### src/rtl/ptw_axi_bridge_if.sv
// ptw_axi_bridge_if -- single-beat AXI read channel (AR + R) used by the
// page-table-walk bridge.
//   master modport : bridge side (drives AR fields and RREADY)
//   slave  modport : memory/interconnect side (drives ARREADY and R fields)
interface ptw_axi_bridge_if #(
  parameter int ADDR_WIDTH = 64,
  parameter int DATA_WIDTH = 64
);
  logic                  M_ARVALID;
  logic                  M_ARREADY;
  logic [ADDR_WIDTH-1:0] M_ARADDR;
  logic [7:0]            M_ARLEN;
  logic [2:0]            M_ARSIZE;
  logic [1:0]            M_ARBURST;
  logic [2:0]            M_ARPROT;
  logic                  M_RVALID;
  logic                  M_RREADY;
  logic [DATA_WIDTH-1:0] M_RDATA;
  logic [1:0]            M_RRESP;
  logic                  M_RLAST;

  modport master (
    output M_ARVALID, M_ARADDR, M_ARLEN, M_ARSIZE, M_ARBURST, M_ARPROT, M_RREADY,
    input  M_ARREADY, M_RVALID, M_RDATA, M_RRESP, M_RLAST
  );

  modport slave (
    input  M_ARVALID, M_ARADDR, M_ARLEN, M_ARSIZE, M_ARBURST, M_ARPROT, M_RREADY,
    output M_ARREADY, M_RVALID, M_RDATA, M_RRESP, M_RLAST
  );
endinterface

### src/rtl/ptw_axi_bridge.sv
// ptw_axi_bridge -- arbitrates ITLB and DTLB page-walk PTE reads onto a
// single-beat AXI read master, one transaction outstanding.
// Ports:
//   CLK, RSTN                  : clock, synchronous active-low reset
//   ITLB/DTLB_ADDR_VALID, _ADDR: request pulse and PTE address per requester
//   ITLB/DTLB_DATA_VALID, _DATA: one-cycle response pulse and PTE data
//   ITLB/DTLB_ACCESS_FAULT     : set with DATA_VALID on SLVERR/DECERR
//   BUSY                       : high whenever the FSM is not IDLE
//   axi                        : AXI read master (ptw_axi_bridge_if.master)
module ptw_axi_bridge #(
  parameter int ADDR_WIDTH = 64,
  parameter int DATA_WIDTH = 64
) (
  input  logic                  CLK,
  input  logic                  RSTN,
  input  logic                  ITLB_ADDR_VALID,
  input  logic [ADDR_WIDTH-1:0] ITLB_ADDR,
  input  logic                  DTLB_ADDR_VALID,
  input  logic [ADDR_WIDTH-1:0] DTLB_ADDR,
  output logic                  ITLB_DATA_VALID,
  output logic [DATA_WIDTH-1:0] ITLB_DATA,
  output logic                  ITLB_ACCESS_FAULT,
  output logic                  DTLB_DATA_VALID,
  output logic [DATA_WIDTH-1:0] DTLB_DATA,
  output logic                  DTLB_ACCESS_FAULT,
  output logic                  BUSY,
  ptw_axi_bridge_if.master      axi
);

  typedef enum logic [1:0] {
    IDLE = 2'd0,
    AR   = 2'd1,
    R    = 2'd2,
    RESP = 2'd3
  } state_t;

  state_t                state;
  logic                  owner_d;     // 1: DTLB owns the transaction, 0: ITLB
  logic                  prio_d;      // 1: DTLB wins a contested grant
  logic                  pend_i;
  logic                  pend_d;
  logic [ADDR_WIDTH-1:0] paddr_i;
  logic [ADDR_WIDTH-1:0] paddr_d;
  logic                  ar_valid;
  logic [ADDR_WIDTH-1:0] ar_addr;
  logic                  r_ready;
  logic                  busy;

  logic                  cand_i;
  logic                  cand_d;
  logic                  contested;
  logic                  grant_i;
  logic                  grant_d;
  logic                  accept_i;
  logic                  accept_d;
  logic [ADDR_WIDTH-1:0] grant_addr;
  logic                  resp_err;

  // Arbitration and request-acceptance decode.
  always_comb begin
    cand_i     = pend_i | ITLB_ADDR_VALID;
    cand_d     = pend_d | DTLB_ADDR_VALID;
    contested  = cand_i & cand_d;
    grant_d    = (state == IDLE) & cand_d & (~cand_i | prio_d);
    grant_i    = (state == IDLE) & cand_i & ~grant_d;
    // A pulse is dropped while the same requester is pending or in flight.
    accept_i   = ITLB_ADDR_VALID & ~pend_i & ~((state != IDLE) & ~owner_d);
    accept_d   = DTLB_ADDR_VALID & ~pend_d & ~((state != IDLE) & owner_d);
    // A pending address has precedence: a fresh pulse from a pending
    // requester is ignored, so its address must not be used.
    grant_addr = grant_d ? (pend_d ? paddr_d : DTLB_ADDR)
                         : (pend_i ? paddr_i : ITLB_ADDR);
    resp_err   = axi.M_RRESP[1];
  end

  // FSM, pending capture and all registered outputs.
  always_ff @(posedge CLK) begin
    if (!RSTN) begin
      state             <= IDLE;
      owner_d           <= 1'b0;
      prio_d            <= 1'b1;
      pend_i            <= 1'b0;
      pend_d            <= 1'b0;
      paddr_i           <= {ADDR_WIDTH{1'b0}};
      paddr_d           <= {ADDR_WIDTH{1'b0}};
      ar_valid          <= 1'b0;
      ar_addr           <= {ADDR_WIDTH{1'b0}};
      r_ready           <= 1'b0;
      busy              <= 1'b0;
      ITLB_DATA_VALID   <= 1'b0;
      ITLB_DATA         <= {DATA_WIDTH{1'b0}};
      ITLB_ACCESS_FAULT <= 1'b0;
      DTLB_DATA_VALID   <= 1'b0;
      DTLB_DATA         <= {DATA_WIDTH{1'b0}};
      DTLB_ACCESS_FAULT <= 1'b0;
    end else begin
      // Response outputs are single-cycle pulses; data is zero outside them.
      ITLB_DATA_VALID   <= 1'b0;
      ITLB_DATA         <= {DATA_WIDTH{1'b0}};
      ITLB_ACCESS_FAULT <= 1'b0;
      DTLB_DATA_VALID   <= 1'b0;
      DTLB_DATA         <= {DATA_WIDTH{1'b0}};
      DTLB_ACCESS_FAULT <= 1'b0;

      if (grant_i) begin
        pend_i <= 1'b0;
      end else if (accept_i) begin
        pend_i  <= 1'b1;
        paddr_i <= ITLB_ADDR;
      end else begin
        pend_i <= pend_i;
      end

      if (grant_d) begin
        pend_d <= 1'b0;
      end else if (accept_d) begin
        pend_d  <= 1'b1;
        paddr_d <= DTLB_ADDR;
      end else begin
        pend_d <= pend_d;
      end

      case (state)
        IDLE: begin
          if (grant_i | grant_d) begin
            owner_d  <= grant_d;
            ar_addr  <= {grant_addr[ADDR_WIDTH-1:3], 3'b000};
            ar_valid <= 1'b1;
            busy     <= 1'b1;
            state    <= AR;
            // Priority only moves on a real contest, so an uncontested
            // grant does not cost the other requester its turn.
            if (contested) begin
              prio_d <= ~grant_d;
            end else begin
              prio_d <= prio_d;
            end
          end else begin
            state <= IDLE;
          end
        end
        AR: begin
          if (axi.M_ARREADY) begin
            ar_valid <= 1'b0;
            r_ready  <= 1'b1;
            state    <= R;
          end else begin
            state <= AR;
          end
        end
        R: begin
          if (axi.M_RVALID) begin
            r_ready <= 1'b0;
            state   <= RESP;
            if (owner_d) begin
              DTLB_DATA_VALID   <= 1'b1;
              DTLB_DATA         <= resp_err ? {DATA_WIDTH{1'b0}} : axi.M_RDATA;
              DTLB_ACCESS_FAULT <= resp_err;
            end else begin
              ITLB_DATA_VALID   <= 1'b1;
              ITLB_DATA         <= resp_err ? {DATA_WIDTH{1'b0}} : axi.M_RDATA;
              ITLB_ACCESS_FAULT <= resp_err;
            end
          end else begin
            state <= R;
          end
        end
        RESP: begin
          busy  <= 1'b0;
          state <= IDLE;
        end
        default: begin
          ar_valid <= 1'b0;
          r_ready  <= 1'b0;
          busy     <= 1'b0;
          state    <= IDLE;
        end
      endcase
    end
  end

  assign axi.M_ARVALID = ar_valid;
  assign axi.M_ARADDR  = ar_addr;
  assign axi.M_ARLEN   = 8'd0;
  assign axi.M_ARSIZE  = 3'b011;
  assign axi.M_ARBURST = 2'b01;
  assign axi.M_ARPROT  = 3'b001;
  assign axi.M_RREADY  = r_ready;
  assign BUSY          = busy;

endmodule

### src/flat_wrapper.sv
// flat-port wrapper written by rule: the top's interface ports become plain ports
module ptw_axi_bridge_flat 
#(
  parameter int ADDR_WIDTH = 64,
  parameter int DATA_WIDTH = 64
)
  (CLK, RSTN, ITLB_ADDR_VALID, ITLB_ADDR, DTLB_ADDR_VALID, DTLB_ADDR, ITLB_DATA_VALID, ITLB_DATA, ITLB_ACCESS_FAULT, DTLB_DATA_VALID, DTLB_DATA, DTLB_ACCESS_FAULT, BUSY, axi_M_ARVALID, axi_M_ARADDR, axi_M_ARLEN, axi_M_ARSIZE, axi_M_ARBURST, axi_M_ARPROT, axi_M_RREADY, axi_M_ARREADY, axi_M_RVALID, axi_M_RDATA, axi_M_RRESP, axi_M_RLAST);
  ptw_axi_bridge_if #(.ADDR_WIDTH(ADDR_WIDTH), .DATA_WIDTH(DATA_WIDTH)) axi_i ();
  input  logic CLK;
  input  logic RSTN;
  input  logic ITLB_ADDR_VALID;
  input  logic [ADDR_WIDTH-1:0] ITLB_ADDR;
  input  logic DTLB_ADDR_VALID;
  input  logic [ADDR_WIDTH-1:0] DTLB_ADDR;
  output logic ITLB_DATA_VALID;
  output logic [DATA_WIDTH-1:0] ITLB_DATA;
  output logic ITLB_ACCESS_FAULT;
  output logic DTLB_DATA_VALID;
  output logic [DATA_WIDTH-1:0] DTLB_DATA;
  output logic DTLB_ACCESS_FAULT;
  output logic BUSY;
  output wire logic [$bits(axi_i.M_ARVALID)-1:0] axi_M_ARVALID;
  output wire logic [$bits(axi_i.M_ARADDR)-1:0] axi_M_ARADDR;
  output wire logic [$bits(axi_i.M_ARLEN)-1:0] axi_M_ARLEN;
  output wire logic [$bits(axi_i.M_ARSIZE)-1:0] axi_M_ARSIZE;
  output wire logic [$bits(axi_i.M_ARBURST)-1:0] axi_M_ARBURST;
  output wire logic [$bits(axi_i.M_ARPROT)-1:0] axi_M_ARPROT;
  output wire logic [$bits(axi_i.M_RREADY)-1:0] axi_M_RREADY;
  input wire logic [$bits(axi_i.M_ARREADY)-1:0] axi_M_ARREADY;
  input wire logic [$bits(axi_i.M_RVALID)-1:0] axi_M_RVALID;
  input wire logic [$bits(axi_i.M_RDATA)-1:0] axi_M_RDATA;
  input wire logic [$bits(axi_i.M_RRESP)-1:0] axi_M_RRESP;
  input wire logic [$bits(axi_i.M_RLAST)-1:0] axi_M_RLAST;
  assign axi_M_ARVALID = axi_i.M_ARVALID;
  assign axi_M_ARADDR = axi_i.M_ARADDR;
  assign axi_M_ARLEN = axi_i.M_ARLEN;
  assign axi_M_ARSIZE = axi_i.M_ARSIZE;
  assign axi_M_ARBURST = axi_i.M_ARBURST;
  assign axi_M_ARPROT = axi_i.M_ARPROT;
  assign axi_M_RREADY = axi_i.M_RREADY;
  assign axi_i.M_ARREADY = axi_M_ARREADY;
  assign axi_i.M_RVALID = axi_M_RVALID;
  assign axi_i.M_RDATA = axi_M_RDATA;
  assign axi_i.M_RRESP = axi_M_RRESP;
  assign axi_i.M_RLAST = axi_M_RLAST;
  ptw_axi_bridge #(.ADDR_WIDTH(ADDR_WIDTH), .DATA_WIDTH(DATA_WIDTH)) u_core (.CLK(CLK), .RSTN(RSTN), .ITLB_ADDR_VALID(ITLB_ADDR_VALID), .ITLB_ADDR(ITLB_ADDR), .DTLB_ADDR_VALID(DTLB_ADDR_VALID), .DTLB_ADDR(DTLB_ADDR), .ITLB_DATA_VALID(ITLB_DATA_VALID), .ITLB_DATA(ITLB_DATA), .ITLB_ACCESS_FAULT(ITLB_ACCESS_FAULT), .DTLB_DATA_VALID(DTLB_DATA_VALID), .DTLB_DATA(DTLB_DATA), .DTLB_ACCESS_FAULT(DTLB_ACCESS_FAULT), .BUSY(BUSY), .axi(axi_i));
endmodule
### config.mk
export PLATFORM = sky130hd
export DESIGN_NAME = ptw_axi_bridge_flat
export DESIGN_NICKNAME = d
export VERILOG_FILES = /design/src/rtl/ptw_axi_bridge_if.sv /design/src/rtl/ptw_axi_bridge.sv /design/src/flat_wrapper.sv
export SDC_FILE = /design/constraint.sdc
export NUM_CORES = 1
export LEC_CHECK = 0
export ABC_CLOCK_PERIOD_IN_PS = 1900
export BUFFER_PORTS_ARGS = -buffer_cell sky130_fd_sc_hd__buf_2
export CAP_MARGIN = 0
export CORE_MARGIN = 4
export CORE_UTILIZATION = 35
export CTS_CLUSTER_SIZE = 25
export DETAILED_ROUTE_END_ITERATION = 7
export SYNTH_ARGS = -nofsm -noshare
export SYNTH_HDL_FRONTEND = slang
export SYNTH_SLANG_ARGS = --single-unit
### constraint.sdc
create_clock -name CLK -period 1.9 [get_ports CLK]
set_input_delay 0.285 -clock CLK [delete_from_list [all_inputs] [get_ports CLK]]
set_output_delay 0.285 -clock CLK [all_outputs]
set_load 0.03 [all_outputs]
Word-level counts from Yosys, hierarchy flattened --
Cells that the tools add are included.
Storage, ports and cells: register bits 330, latch bits 0, bits in writable memories 0, memory bits (read-only) 0, input port bits 201, output and inout port bits 215, word-level logic and storage cells 83, memories kept 0
Operators by class: add/sub/neg operators 0, multipliers 0, divide/modulo/power cells 0, magnitude comparators 0, eq/ne operators 6, shift-type cells 0, multiplexer cells 17, bitwise logic cells 26, reductions and logical operators 17
Operators with widths (number):
- $mux W64 | 4
- $reduce_and A3 Y1 | 4
- $and A1 B1 Y1 | 11
- $not A1 Y1 | 11
- $mux W1 | 8
- $pmux W2 S4 | 1
- $reduce_and A2 Y1 | 4
- $reduce_bool A2 Y1 | 4
- $ne A2 B2 Y1 const B | 3
- $pmux W1 S2 | 3
- $eq A2 B2 Y1 const B | 2
- $or A1 B1 Y1 | 4
- $reduce_and A4 Y1 | 1
- $reduce_or A2 Y1 | 2
- $reduce_or A4 Y1 | 1
- $eq A2 B1 Y1 const B | 1
- $logic_not A2 Y1 | 1
- $mux W2 | 1

Depth between registers and ports, before layout --
Gate-level depths: netlist (run 1).
word-level depth 9, depth in mapped cells 8

Worst setup path after synthesis (run 1) --
Ideal clock, no wire load.
path type register to register, start point reg with a tool-made name, end point reg u_core.paddr_i[10], library setup time 0.072 ns, arrival time 1.763 ns, setup slack 0.065 ns, cell stages (with the launch flop) 9, period minus slack after synthesis 1.835 ns, path through dfxtp_1 buf_6 or2_1 buf_6 or3b_1 a21oi_2 buf_6 buf_12 mux2i_1
RTL lines:
- end signal: assignment | line ptw_axi_bridge.sv:84 | paddr_i <= {ADDR_WIDTH{1'b0}};
- end: declaration | line ptw_axi_bridge.sv:42 | logic [ADDR_WIDTH-1:0] paddr_i;

==> impl_metrics.tcl, run 1 <==
set metrics [dict create \
    ys_async_sr_fraction 0 \
    timing.setup.tns_ps 0 \
    path_class "flip-flop to flip-flop" \
    layout-drive-gt1-share 0.260 \
    critPathCaptureType "flip-flop" \
    clk_latency_ps 530 \
    finalHoldViolations 0 \
    rrSetupSlack_ps 90 \
    hp-start "DTLB_ADDR[5]" \
    initial_core_util 0.356 \
    syn_to_final_growth_pct 43.8 \
    yosysWarnings 0 \
    yosys.area.top_type "dfxtp_1" \
    synthTopCellsByCount "nand2_1 (435), dfxtp_1 (324), mux2i_1 (245)" \
    routed-wl-met3_um 2440 \
    cp_max_fo 9 \
    p_leak_nw 8.05 \
    synth_top_area_frac 0.511 \
    fmax_mhz 552 \
    synth-edff-count 0 \
    avgSynthCellArea_um2 9.29 \
    hp-class "input port to flip-flop" \
    grt_overflow_total 0 \
    antenna_found_initial 2 \
    met1_length_um 17500 \
    slew_headroom 0.543 \
    power_w 0.0188 \
    routed_wl_um 41300 \
    fin_ws_ps 88.4 \
    htree_levels 2 \
    path_clk_slew_ps 60 \
    slew_viol_final 0 \
    die_y_um 198 \
    rows 69 \
    grt_pass1_wl_um 60000 \
    first_iter_violations 557 \
    timing.final.crit_share 0.953 \
    die_w_um 198 \
    cts_root_buf "clkbuf_16" \
    instances_no_fill 2387 \
    gr-usage-all-layers 0.191 \
    layout_min_cycle_time_ps 1810 \
    ant_nets 0 \
    cts_buffers 37 \
    cp.required_ps 2350 \
    setup_viol 0 \
    top_layer "met5" \
    core-area_um2 35700 \
    netlist_area_um2 12700 \
    drv_cap 0 \
    regToRegEndpoint "u_core.paddr_d[24]" \
    dp_cells 2135 \
    startpoint_type "flip-flop" \
    min_path_cells 3 \
    yosysUniqueCellTypes 34 \
    dieArea_um2 39300 \
    via_per_inst 4.74 \
    r2r_cells 7 \
    synth-main-ff-cell "dfxtp_1" \
    numPortBuffers 388 \
    rsz0062_at_grt "no" \
    cts_tree "built" \
    status "finished, final reports clean" \
    whs_endpoint "u_core.paddr_d[5]" \
    io_pins 416 \
    grt_max_degree 160 \
    clk_path_buf_depth 3 \
    drcViolationCount 0 \
    hpwl_um 25600 \
    gp_congestion 0.797 \
    synthCells 1365 \
    crit_arrival_ps 2270 \
    tightest_slew_ps 685 \
    power_density_nw_per_um2 1030 \
    nNetsFinal 2102 \
    met2_length_um 20100 \
    first_global_vias 11200 \
    vdd_drop_max_uv 809 \
    place_ws_ps 41.3 \
    dr.pass1.iters 5 \
    num_vias 11300 \
    synth_area_leaders "dfxtp_1 (51%), mux2i_1 (19%), nand2_1 (13%)" \
    fin_skew_ps 9.41 \
    yosysSeqAreaShare 0.511 \
    post_drt_wl_per_cell_um 17.3 \
    synth_most_common_cell "nand2_1" \
    cts.sinks 324 \
    synth-seq-cells 324 \
]
## sequential cells by signal, summed over array words and instances, names as in the netlist, named ones only
name,count
u_core.DTLB_DATA,64
u_core.ITLB_DATA,64
u_core.axi.M_ARADDR,61
u_core.paddr_d,61
u_core.paddr_i,61
u_core.BUSY,1
u_core.DTLB_ACCESS_FAULT,1
u_core.DTLB_DATA_VALID,1
u_core.ITLB_ACCESS_FAULT,1
u_core.ITLB_DATA_VALID,1
u_core.axi.M_ARVALID,1
u_core.axi.M_RREADY,1
u_core.owner_d,1
u_core.pend_d,1
u_core.pend_i,1
u_core.prio_d,1
u_core.state,1
## cell type report
| type | count | area (µm²) |
|---|---|---|
| multi-input cells | 928 | 5540 |
| diodes | 2 | 5.00 |
| inverters | 6 | 22.5 |
| clock inverters | 11 | 144 |
| repair buffers | 604 | 4350 |
| fillers | 3288 | 17400 |
| well taps | 461 | 577 |
| flip-flops and latches | 324 | 6490 |
| clock buffers | 51 | 1100 |
## per-stage QoR
stage	instance area [µm²]	hold slack (ps)	utilization
global placement	15000	442	0.421
floorplan	12700	422	-
CTS	18000	0.188	0.505
global route	18200	17.4	0.511
finish	18200	32.7	0.511
detailed placement	15000	447	0.421
## per-layer routing
layer	vias up	global-route usage
li1	5557	-
met1	5353	0.236
met2	330	0.330
met3	69	0.0398
met4	2	0.0729
met5	-	0
## where the power goes
group / leakage, nW / internal, W / switching [W]
Combinational: 4.80 / 0.00169 / 0.00229
Sequential: 2.64 / 0.00731 / 0.000263
Clock: 0.613 / 0.00446 / 0.00284
Total: 8.05 / 0.0135 / 0.00539
## what timing repair did
action,CTS,global route
hold buffers,174,0
gates resized for setup,0,10
setup buffers,0,7
endpoints found under the setup margin,0,58
endpoints found under the hold margin,231,0
## critical path: stages, from the launching register on
cell and delay [ps]:
dfxtp_1 310, or2_4 270, o31a_1 320, nor3b_4 230, buf_4 140, buf_6 120
clkbuf_16 170, mux2i_1 180
## layout by cell type (no fill, tap or decap), types with 2 or more instances in the layout
cell / netlist / routed
nor2b_1: 2 / 2
clkbuf_16: 0 / 45
bufinv_16: 0 / 3
clkinv_2: 0 / 4
buf_6: 9 / 3
diode_2: 0 / 2
a32o_1: 61 / 61
dfxtp_1: 324 / 322
inv_1: 6 / 5
buf_12: 6 / 18
dfxtp_4: 0 / 2
clkbuf_1: 62 / 5
mux2i_1: 245 / 244
buf_2: 21 / 387
clkbuf_8: 0 / 6
dlygate4sd3_1: 0 / 174
nand2_1: 435 / 435
a21oi_1: 5 / 5
clkinv_4: 0 / 2
buf_4: 20 / 15
nor2_1: 135 / 134
conb_1: 2 / 19
a21boi_0: 3 / 3
nand4_1: 2 / 2
and2_1: 3 / 2
o21ai_0: 3 / 3
## kinds of logic (layout without fill, tap and decap cells)
group / count (synthesis) / after routing / share of synthesized area
buffers and inverters: 130 / 672 / 0.0596
AO/OA/AOI/OAI: 78 / 78 / 0.0570
other: 2 / 21 / 0.000592
XOR/XNOR: 1 / 1 / 0.000691
flip-flops: 324 / 324 / 0.511
AND/OR/NAND/NOR: 585 / 585 / 0.177
multiplexers: 245 / 245 / 0.193
## worst max-delay path by stage
stage	from	to	slack [ps]	cells past startpoint
4_1_cts	flip-flop	u_core.paddr_i[21]	10	5
3_3_place_gp	flip-flop	u_core.paddr_i[22]	90	5
5_1_grt	flip-flop	u_core.paddr_d[28]	3	7
6_report	flip-flop	u_core.paddr_d[24]	90	7
2_1_floorplan	flip-flop	u_core.paddr_i[10]	70	8
3_5_place_dp	flip-flop	u_core.paddr_i[21]	40	5
(Power assumes the default switching activity.)
==> inputs of run 2 (changes only) <==
--- a/config.mk
+++ b/config.mk
@@ -12,6 +12,7 @@
 export CORE_UTILIZATION = 35
 export CTS_CLUSTER_SIZE = 25
 export DETAILED_ROUTE_END_ITERATION = 7
+export GPL_TIMING_DRIVEN = 0
 export SYNTH_ARGS = -nofsm -noshare
 export SYNTH_HDL_FRONTEND = slang
 export SYNTH_SLANG_ARGS = --single-unit
==> impl_metrics.tcl, run 2 (same netlist as run 1, synthesis figures left out) <==
set metrics [dict create \
    status "finished, violations left" \
    violations "setup timing" \
    power_density_nw_per_um2 1070 \
    combPwrFrac 0.218 \
    hpwl_um 31400 \
    cpPeakStageDelay_ps 400 \
    use_met2 0.354 \
    power_w 0.0193 \
    cp.required_ps 2340 \
    first_iter_violations 439 \
    p_clk_frac 0.390 \
    cts_root_buf "clkbuf_16" \
    crit_arrival_ps 2430 \
    dieArea_um2 39300 \
    r2r-start "u_core.state[0]" \
    dp_cells 2231 \
    whs_ps 20.2 \
    cp_slowest_cell "or3b_4" \
    core-area_um2 35700 \
    hp-start "DTLB_ADDR[6]" \
    antenna_found_initial 7 \
    first_global_vias 11500 \
    layout-drive-gt1-share 0.296 \
    most-common-layout-cells "nand2_1 (435), buf_2 (397), dfxtp_1 (322)" \
    layout_min_cycle_time_ps 1990 \
    grt_pass1_wl_um 65000 \
    die_w_um 198 \
    post_drt_wl_per_cell_um 18.6 \
    dr.pass1.iters 5 \
    io_pins 416 \
    grt_use_met3 0.0471 \
    timing.final.crit_share 1.05 \
    vdd_drop_max_uv 597 \
    instances_no_fill 2402 \
    startpoint_type "flip-flop" \
    p_leak_nw 8.04 \
    htree_levels 2 \
    p_sw_frac 0.286 \
    drcViolationCount 0 \
    rrSetupSlack_ps -90 \
    path_buf_inv 3 \
    use_met1 0.273 \
    grt_overflow_total 0 \
    num_vias 11500 \
    rows 69 \
    path_class "flip-flop to flip-flop" \
    numPortBuffers 388 \
    fin_skew_ps 9.35 \
    ant_nets 0 \
    setup_viol 73 \
    cts.sinks 324 \
    die_y_um 198 \
    gr-usage-all-layers 0.211 \
    rsz0062_at_grt "yes" \
    drv_cap 0 \
    cts_tree "built" \
    final_common_cell "nand2_1" \
    clk_latency_ps 520 \
    largestRegisters "u_core.DTLB_DATA: 64 flops, u_core.ITLB_DATA: 64 flops" \
    clk_path_buf_depth 3 \
    slew_headroom 0.497 \
    cp_max_fo 8 \
    nNetsFinal 2107 \
    grt_max_degree 15 \
    fmax_mhz 502 \
    grt-busiest-layer "met2" \
    gp_congestion 0.831 \
    hp-class "input port to flip-flop" \
    finalHoldViolations 0 \
    critPathCaptureType "flip-flop" \
    initial_core_util 0.356 \
    slew_viol_final 0 \
    crit_family "simple AND/OR/NAND/NOR gates" \
    path_cells "or2_1 -> buf_6 -> or3b_4 -> a21oi_4 -> buf_12 -> buf_12 -> mux2i_2" \
    final_util 0.505 \
    routed_wl_um 44700 \
    cts_buffers 37 \
    path_clk_slew_ps 60 \
    design_area_um2 18000 \
    pwr-share-seq 0.393 \
    crit_path_frequent_cell "buf_12" \
    fin_ws_ps -92.2 \
    tightest_slew_ps 754 \
    p_int_w 0.0138 \
    fillers 3343 \
    placed_area_um2 15300 \
    crit_start "u_core.state[0]" \
    netSwitchingPower_w 0.00553 \
    via_per_inst 4.77 \
    syn_to_final_growth_pct 42.0 \
]
==> run 2: cell count changes in the layout (fill, tap and decap cells not counted), moves of 6 or more <==
cell	previous run	this run
dlygate4sd3_1	174	68
buf_1	0	6
buf_2	387	397
clkbuf_2	0	17
clkbuf_1	5	42
buf_4	15	43
diode_2	2	8
==> run 2: worst min-delay path: stages <==
cell     delay [ps]
buf_2           100
nand2_1          50
mux2i_1          60
==> run 2: worst paths after layout <==
| check | endpoint | cells past startpoint |
|---|---|---|
| min | u_core.paddr_d[6] | 3 |
| max reg2reg | u_core.paddr_i[60] | 7 |
| max | u_core.paddr_i[60] | 7 |
| min reg2reg | u_core.paddr_d[8] | 2 |
==> run 2: metrics by stage <==
step / setup TNS, ps / setup WS [ps]
global placement: -91450 / -560
CTS: -3460 / -97.5
finish: -3200 / -92.2
detailed placement: -91750 / -577
floorplan: 0 / 65.2
global route: -12320 / -161
==> run 2: timing repair <==
action                     CTS  global route
setup endpoints to repair  262           183
hold buffers                68             0
hold endpoints to repair   113             0
cloned                       4            10
gates resized for setup     82            33
pin swaps                    7             6
buffers inserted            16             6
==> run 2: metal layers <==
metal  part of all wire  wire [µm]
met4              0.026       1170
met5            0.00060         27
met2               0.48      21400
met1               0.44      19500
met3              0.059       2660
==> run 2: power groups by stage <==
stage	combinational [W]	sequential [W]	clock (W)
2_1_floorplan	0.00192	0.00819	0
3_3_place_gp	0.00353	0.00771	0
3_5_place_dp	0.00358	0.00773	0
4_1_cts	0.00400	0.00758	0.00770
5_1_grt	0.00451	0.00764	0.00797
6_report	0.00420	0.00759	0.00753
==> run 2: area by class of cell <==
class,instances,area (µm²),share of cell area
Buffer,120,905,0.0502
Tap cell,461,577,0.0320
Timing Repair Buffer,489,3160,0.175
Antenna cell,8,20.0,0.00111
Sequential cell,324,6490,0.361
Clock buffer,54,1080,0.0601
Clock inverter,12,203,0.0113
Inverter,6,22.5,0.00125
Multi-Input combinational cell,928,5550,0.308
